## config.mk

```make
export PLATFORM = sky130hd
export DESIGN_NAME = peak_meter_mc
export DESIGN_NICKNAME = d
export VERILOG_FILES = /design/src/rtl/peak_meter_mc.sv
export SDC_FILE = /design/constraint.sdc
export NUM_CORES = 1
export LEC_CHECK = 0
export ABC_AREA = 1
export CAP_MARGIN = 20
export CORE_MARGIN = 1.5
export CORE_UTILIZATION = 35
export CTS_BUF_LIST = sky130_fd_sc_hd__clkbuf_2
export DETAILED_ROUTE_END_ITERATION = 12
export GPL_TIMING_DRIVEN = 0
export PLACE_DENSITY = 0.56
export SLEW_MARGIN = 20
export SYNTH_ARGS = -nofsm -noshare
export SYNTH_HDL_FRONTEND = slang
export SYNTH_SLANG_ARGS = --single-unit
```

## constraint.sdc

```tcl
create_clock -name clock -period 6.4 [get_ports clock]
set_clock_uncertainty 0.15 [all_clocks]
set_input_delay 1.28 -clock clock [delete_from_list [all_inputs] [get_ports clock]]
set_output_delay 1.28 -clock clock [all_outputs]
set_load 0.02 [all_outputs]
```

## src/rtl/peak_meter_mc.sv

```systemverilog
// ---------------------------------------------------------------------------
// peak_meter_mc
// Multi-channel peak-hold level meter for the audio path. Each channel takes
// a saturating absolute value of its sample, captures new peaks, holds them
// for a while, then lets them decay exponentially back to zero. A sticky
// clip flag per channel catches full-scale samples. The bar display shows
// either the loudest channel or one selected channel as a thermometer code.
//
// Ports
//   clock        system clock
//   reset        synchronous, active-high; clears everything
//   audio_in     NUM_CH signed samples, channel c at [c*DATA_W +: DATA_W]
//   audio_valid  one strobe per sample frame; all meter state advances on it
//   clear        synchronous clear of peaks, hold/decay and clip state
//   disp_max     1: bar shows max over channels, 0: bar shows disp_ch
//   disp_ch      displayed channel when disp_max=0 (out of range -> 0)
//   led_level    registered thermometer bar, LSB = lowest segment
//   peak_out     registered displayed peak magnitude
//   clip         per-channel clip flag
// ---------------------------------------------------------------------------
module peak_meter_mc #(
  parameter int NUM_CH        = 2,
  parameter int DATA_W        = 32,
  parameter int NUM_LEDS      = 10,
  parameter int BASE_BIT      = 19,
  parameter int HOLD_SAMPLES  = 4800,
  parameter int DECAY_SAMPLES = 48,
  parameter int DECAY_SHIFT   = 4,
  parameter int CLIP_HOLD     = 24000,
  localparam int CH_W         = (NUM_CH > 1) ? $clog2(NUM_CH) : 1
) (
  input  logic                     clock,
  input  logic                     reset,
  input  logic [NUM_CH*DATA_W-1:0] audio_in,
  input  logic                     audio_valid,
  input  logic                     clear,
  input  logic                     disp_max,
  input  logic [CH_W-1:0]          disp_ch,
  output logic [NUM_LEDS-1:0]      led_level,
  output logic [DATA_W-2:0]        peak_out,
  output logic [NUM_CH-1:0]        clip
);

  localparam int MAG_W   = DATA_W - 1;
  localparam int HOLD_W  = (HOLD_SAMPLES  > 1) ? $clog2(HOLD_SAMPLES)  : 1;
  localparam int DECAY_W = (DECAY_SAMPLES > 1) ? $clog2(DECAY_SAMPLES) : 1;
  localparam int CLIP_W  = (CLIP_HOLD     > 1) ? $clog2(CLIP_HOLD)     : 1;

  localparam logic [MAG_W-1:0]   MAG_MAX    = {MAG_W{1'b1}};
  localparam logic [HOLD_W-1:0]  HOLD_LAST  = HOLD_W'(HOLD_SAMPLES - 1);
  localparam logic [DECAY_W-1:0] DECAY_LAST = DECAY_W'(DECAY_SAMPLES - 1);
  localparam logic [CLIP_W-1:0]  CLIP_LAST  = CLIP_W'(CLIP_HOLD - 1);

  typedef enum logic [1:0] {
    S_IDLE,
    S_HOLD,
    S_DECAY
  } chState_t;

  chState_t            r_state    [NUM_CH];
  logic [MAG_W-1:0]    r_peak     [NUM_CH];
  logic [HOLD_W-1:0]   r_holdCnt  [NUM_CH];
  logic [DECAY_W-1:0]  r_decayCnt [NUM_CH];
  logic [CLIP_W-1:0]   r_clipCnt  [NUM_CH];
  logic [NUM_CH-1:0]   r_clip;

  logic [DATA_W-1:0]   w_sample    [NUM_CH];
  logic [DATA_W-1:0]   w_neg       [NUM_CH];
  logic [MAG_W-1:0]    w_mag       [NUM_CH];
  logic [MAG_W-1:0]    w_step      [NUM_CH];
  logic [MAG_W-1:0]    w_decayPeak [NUM_CH];

  logic [MAG_W-1:0]    w_maxPeak;
  logic [MAG_W-1:0]    w_chPeak;
  logic [MAG_W-1:0]    w_disp;
  logic [NUM_LEDS-1:0] w_thermo;

  // Per-channel magnitude and next decayed peak. Negating the most negative
  // sample gives itself back (sign bit still set), which is how the
  // saturation case is recognised. The decay step never drops below 1 so a
  // small peak still reaches zero in finite time.
  always_comb begin
    for (int c = 0; c < NUM_CH; c++) begin
      w_sample[c] = audio_in[c*DATA_W +: DATA_W];
      w_neg[c]    = (~w_sample[c]) + DATA_W'(1);
      if (!w_sample[c][DATA_W-1]) begin
        w_mag[c] = w_sample[c][MAG_W-1:0];
      end else if (w_neg[c][DATA_W-1]) begin
        w_mag[c] = MAG_MAX;
      end else begin
        w_mag[c] = w_neg[c][MAG_W-1:0];
      end
      w_step[c] = r_peak[c] >> DECAY_SHIFT;
      if (w_step[c] == '0) begin
        w_step[c] = MAG_W'(1);
      end
      w_decayPeak[c] = r_peak[c] - w_step[c];
    end
  end

  // Channel state: peak capture / hold / decay FSM plus the clip timer.
  // A new peak overrides whatever the FSM would otherwise do this sample.
  // Clear wipes the channel state the same way reset does, and a sample
  // arriving alongside clear is discarded.
  always_ff @(posedge clock) begin
    for (int c = 0; c < NUM_CH; c++) begin
      if (reset || clear) begin
        r_state[c]    <= S_IDLE;
        r_peak[c]     <= '0;
        r_holdCnt[c]  <= '0;
        r_decayCnt[c] <= '0;
        r_clipCnt[c]  <= '0;
        r_clip[c]     <= 1'b0;
      end else if (audio_valid) begin
        if (w_mag[c] > r_peak[c]) begin
          r_peak[c]     <= w_mag[c];
          r_holdCnt[c]  <= HOLD_LAST;
          r_decayCnt[c] <= '0;
          r_state[c]    <= S_HOLD;
        end else begin
          case (r_state[c])
            S_HOLD: begin
              if (r_holdCnt[c] == '0) begin
                r_state[c] <= S_DECAY;
              end else begin
                r_holdCnt[c] <= r_holdCnt[c] - HOLD_W'(1);
              end
            end
            S_DECAY: begin
              if (r_decayCnt[c] == DECAY_LAST) begin
                r_decayCnt[c] <= '0;
                r_peak[c]     <= w_decayPeak[c];
                if (w_decayPeak[c] == '0) begin
                  r_state[c] <= S_IDLE;
                end
              end else begin
                r_decayCnt[c] <= r_decayCnt[c] + DECAY_W'(1);
              end
            end
            default: begin
            end
          endcase
        end

        if (w_mag[c] == MAG_MAX) begin
          r_clip[c]    <= 1'b1;
          r_clipCnt[c] <= CLIP_LAST;
        end else if (r_clip[c]) begin
          if (r_clipCnt[c] == '0) begin
            r_clip[c] <= 1'b0;
          end else begin
            r_clipCnt[c] <= r_clipCnt[c] - CLIP_W'(1);
          end
        end
      end
    end
  end

  // Display source selection and thermometer decode. A disp_ch that names
  // no channel matches nothing in the loop and leaves the bar dark.
  always_comb begin
    w_maxPeak = '0;
    w_chPeak  = '0;
    for (int c = 0; c < NUM_CH; c++) begin
      if (r_peak[c] > w_maxPeak) begin
        w_maxPeak = r_peak[c];
      end
      if (CH_W'(c) == disp_ch) begin
        w_chPeak = r_peak[c];
      end
    end
    w_disp = disp_max ? w_maxPeak : w_chPeak;
    for (int k = 0; k < NUM_LEDS; k++) begin
      w_thermo[k] = (w_disp >= (MAG_W'(1) << (BASE_BIT + k)));
    end
  end

  // Output registers, refreshed every cycle so display selection changes
  // show up one cycle later regardless of audio_valid.
  always_ff @(posedge clock) begin
    if (reset) begin
      led_level <= '0;
      peak_out  <= '0;
    end else begin
      led_level <= w_thermo;
      peak_out  <= w_disp;
    end
  end

  assign clip = r_clip;

endmodule

```

==> flow_metrics.py, run 1 <==
metrics = {
    "sta": {
        "holdWs_ns": 0.425,
        "rsz0062_at_grt": "false",
        "tightestPinTransition_ns": 0.839,
        "timing.final.crit_share_pct": 88.5,
        "fmax_ghz": 0.177,
        "slew_violations": 0,
        "fin_ws_ns": 0.735,
        "max_slew_margin_pct": 44.1,
        "finalHoldViolCount": 0,
        "fin_crit_ns": 5.66,
        "setup_viol": 0,
        "finalSetupTns_ns": 0,
    },
    "cts": {
        "cts_tree": "yes",
        "cts_max_path_buffers": 2,
        "worstSkewPairLatency_ns": 1.01,
        "numCtsBuffers": 17,
        "ctsHoldBuffers": 0,
        "cts_post_setup_buffers_inserted": 0,
        "h-tree-depth": 4,
        "cts_resized": 0,
        "root_buffer": "clkbuf_2",
        "cts.sinks": 177,
        "path_clk_slew_ns": 0.31,
    },
    "grt": {
        "grt_pass1_wl_um": 96300,
        "gr-usage-all-layers_pct": 23.1,
        "grt_overflow_total": 0,
        "grt_pass1_vias": 18000,
        "grt_antenna_before_repair": 2,
        "grt_max_degree": 32,
    },
    "critical_path": {
        "crit_top_cell": "nand2_1",
        "cpMaxStageDelayCell": "nand3_1",
        "cp_num_buf_inv": 3,
        "path_class": "input pin to flip-flop",
        "endpoint_kind": "flip-flop",
        "crit_arrival_ns": 6.12,
        "start_kind": "input pin",
        "r2r-end": "r_holdCnt[1][8]",
        "worstPathMaxFanout": 13,
        "rrSetupSlack_ns": 2.07,
        "crit-reg2reg-launch": "r_peak[1][30]",
        "ff2ff_path_depth": 12,
        "max_stage_delay_ns": 0.66,
        "required_ns": 6.86,
        "critical-path-top-delay-family": "simple AND/OR/NAND/NOR gates",
        "crit_chain": "clkdlybuf4s50_1 > nor2_1 > nand2_1 > nor2_1 > nand3_2 > nand2_1 > a21oi_1 > nor2_1 > inv_1 > ha_1 > nand2_1 > nor3b_1 > nand2_1 > nor4_1 > nand3_1 > nand3_1 > clkbuf_1 > nand3_1",
    },
    "synth": {
        "syn_area_um2": 18000,
        "syn_nets": 2965,
        "ys_top_cells_by_area": "edfxtp_1, nand2_1, ha_1",
        "ys.warnings.count": 0,
        "avgSynthCellArea_um2": 6.59,
        "synth_area_leader_cell": "edfxtp_1",
        "yosysTopAreaCellShare_pct": 22.3,
        "synth_common_cells": "nand2_1, inv_1, nor2_1",
        "ys_ff_latch": 177,
        "netlist_instances": 2737,
        "synth-edff-count": 134,
        "async_flop_share_pct": 0,
        "synthFlopType": "edfxtp_1",
        "ys_types": 53,
        "synth-seq-area-share_pct": 27.1,
        "synth_most_common_cell": "nand2_1",
    },
    "final_layout": {
        "synthToLayoutAreaGrowth_pct": 12.5,
        "drive_above_1_share_pct": 4.31,
        "final_util_pct": 40.2,
        "nFillCells": 5379,
        "instances_no_fill": 3554,
        "multi_input_comb_area_um2": 11300,
        "final_area_um2": 20300,
        "nets": 3095,
        "seqCellArea_um2": 4880,
    },
    "route": {
        "wirelength_um": 61000,
        "vias_per_cell": 5.21,
        "dr.pass1.iters": 7,
        "drc": 0,
        "drt-initial-drc-count": 1270,
        "vias": 18500,
        "ant_nets": 0,
        "wl_per_cell_um": 17.1,
    },
    "floorplanning": {
        "num_io_pins": 113,
        "die-area_um2": 52900,
        "rows": 82,
        "fp.dieH_um": 230,
        "start_util_pct": 35.7,
        "fp.dieW_um": 230,
        "core-area_um2": 50500,
    },
    "status": {
        "outcome": "finished, final reports clean",
    },
    "placement": {
        "pre_cts_slack_ns": -0.330,
        "io_buffer_count": 110,
        "post_dp_cell_area_um2": 20000,
        "dp_hpwl_um": 50300,
        "dp_cells": 3520,
        "gp_congestion": 0.933,
    },
    "job": {
        "timing.max_cap.violations": 0,
    },
    "min_path": {
        "hold_end": "clip[0]",
        "hold_depth": 2,
        "holdCritPathClass": "flip-flop to flip-flop",
        "hp-start": "clip[0]",
    },
    "pwr": {
        "peakVddDrop_v": 0.0000954,
        "power_density_nw_per_um2": 189,
        "p_total_mw": 3.84,
        "p_leak_nw": 9.55,
    },
}
==> power by group <==
group	internal [mW]	switching (mW)	total [mW]
logic	0.599	1.13	1.73
clock network	0.142	0.518	0.660
registers	1.33	0.112	1.44
total	2.07	1.76	3.84
==> final cells by class <==
| type | instances | area share (%) |
|---|---|---|
| Clock inverter | 15 | 0.956 |
| Tap cell | 672 | 4.15 |
| Clock buffer | 17 | 0.420 |
| Buffer | 56 | 1.28 |
| Inverter | 426 | 7.89 |
| Sequential cell | 177 | 24.1 |
| Timing Repair Buffer | 111 | 5.53 |
| Multi-Input combinational cell | 2078 | 55.7 |
| Antenna cell | 2 | 0.0247 |
==> per-layer routing <==
layer  track usage (%)  share of wire (%)  up-vias
li1                  -                  -     9315
met3              3.29                4.8       77
met5                 0                  0        -
met2              40.1                 48      467
met1              29.7                 45     8668
met4              6.56                2.1        0
==> registers in the layout, summed over array words and instances, names as in the netlist <==
name and flops:
clip 2, r_clipCnt 30, r_peak 62, r_state 4, r_holdCnt 26, peak_out 31
r_decayCnt 12, led_level 10
==> kinds of logic (layout without fill, tap and decap cells) <==
| logic type | after synthesis | after routing | synth area share (%) |
|---|---|---|---|
| AOI/OAI and AO/OA | 439 | 439 | 13.2 |
| xor gates and xnor gates | 76 | 76 | 3.69 |
| other | 0 | 2 | 0 |
| and+or+nand+nor | 1405 | 1405 | 34.7 |
| adders and majority gates | 158 | 158 | 11.1 |
| DFF | 177 | 177 | 27.1 |
| buffers and inverters | 482 | 625 | 10.3 |
==> worst max-delay path by stage <==
stage	startpoint	to	slack, ns	cells past startpoint
after floorplan	audio_in[32]	r_peak[1][0]	1.18	22
after global routing	audio_in[0]	r_peak[0][17]	0.44	19
after global placement	audio_in[32]	r_peak[1][6]	-1.09	19
after CTS	audio_in[41]	r_holdCnt[1][1]	0.85	20
final	audio_in[53]	r_holdCnt[1][8]	0.74	18
after detailed placement	audio_in[32]	r_holdCnt[1][5]	-0.33	19
==> tightest hold or removal path: cells and delay by family (launching register included) <==
kind          cells  cell delay (ns)
flops             1             0.42
simple gates      2             0.16
==> layout by cell type (no fill, tap or decap), drive strengths merged, types with 2 or more instances in the layout <==
cell type        n
a211oi           3
a21boi           2
a21o             5
a21oi          205
a22o            13
a31oi            4
and2             3
buf             19
clkbuf          55
clkdlybuf4s50  110
clkinv          10
dfxtp           43
diode            2
edfxtp         134
fa               2
ha             156
inv            431
nand2          640
nand3          211
nand3b          15
nand4           72
nor2           375
nor3            49
nor3b            4
nor4            22
o211ai           7
o21a            11
o21ai          173
o21bai           6
o22ai            5
o31ai            4
or2             10
or3              2
xnor2           23
xor2            53
Power figures use the tool's default switching activity.
==> run 2: changes to the inputs <==
CAP_MARGIN = 25   (was 20)
==> results of run 2 <==
The final DEF is identical to that of run 1; final timing and power are the same.
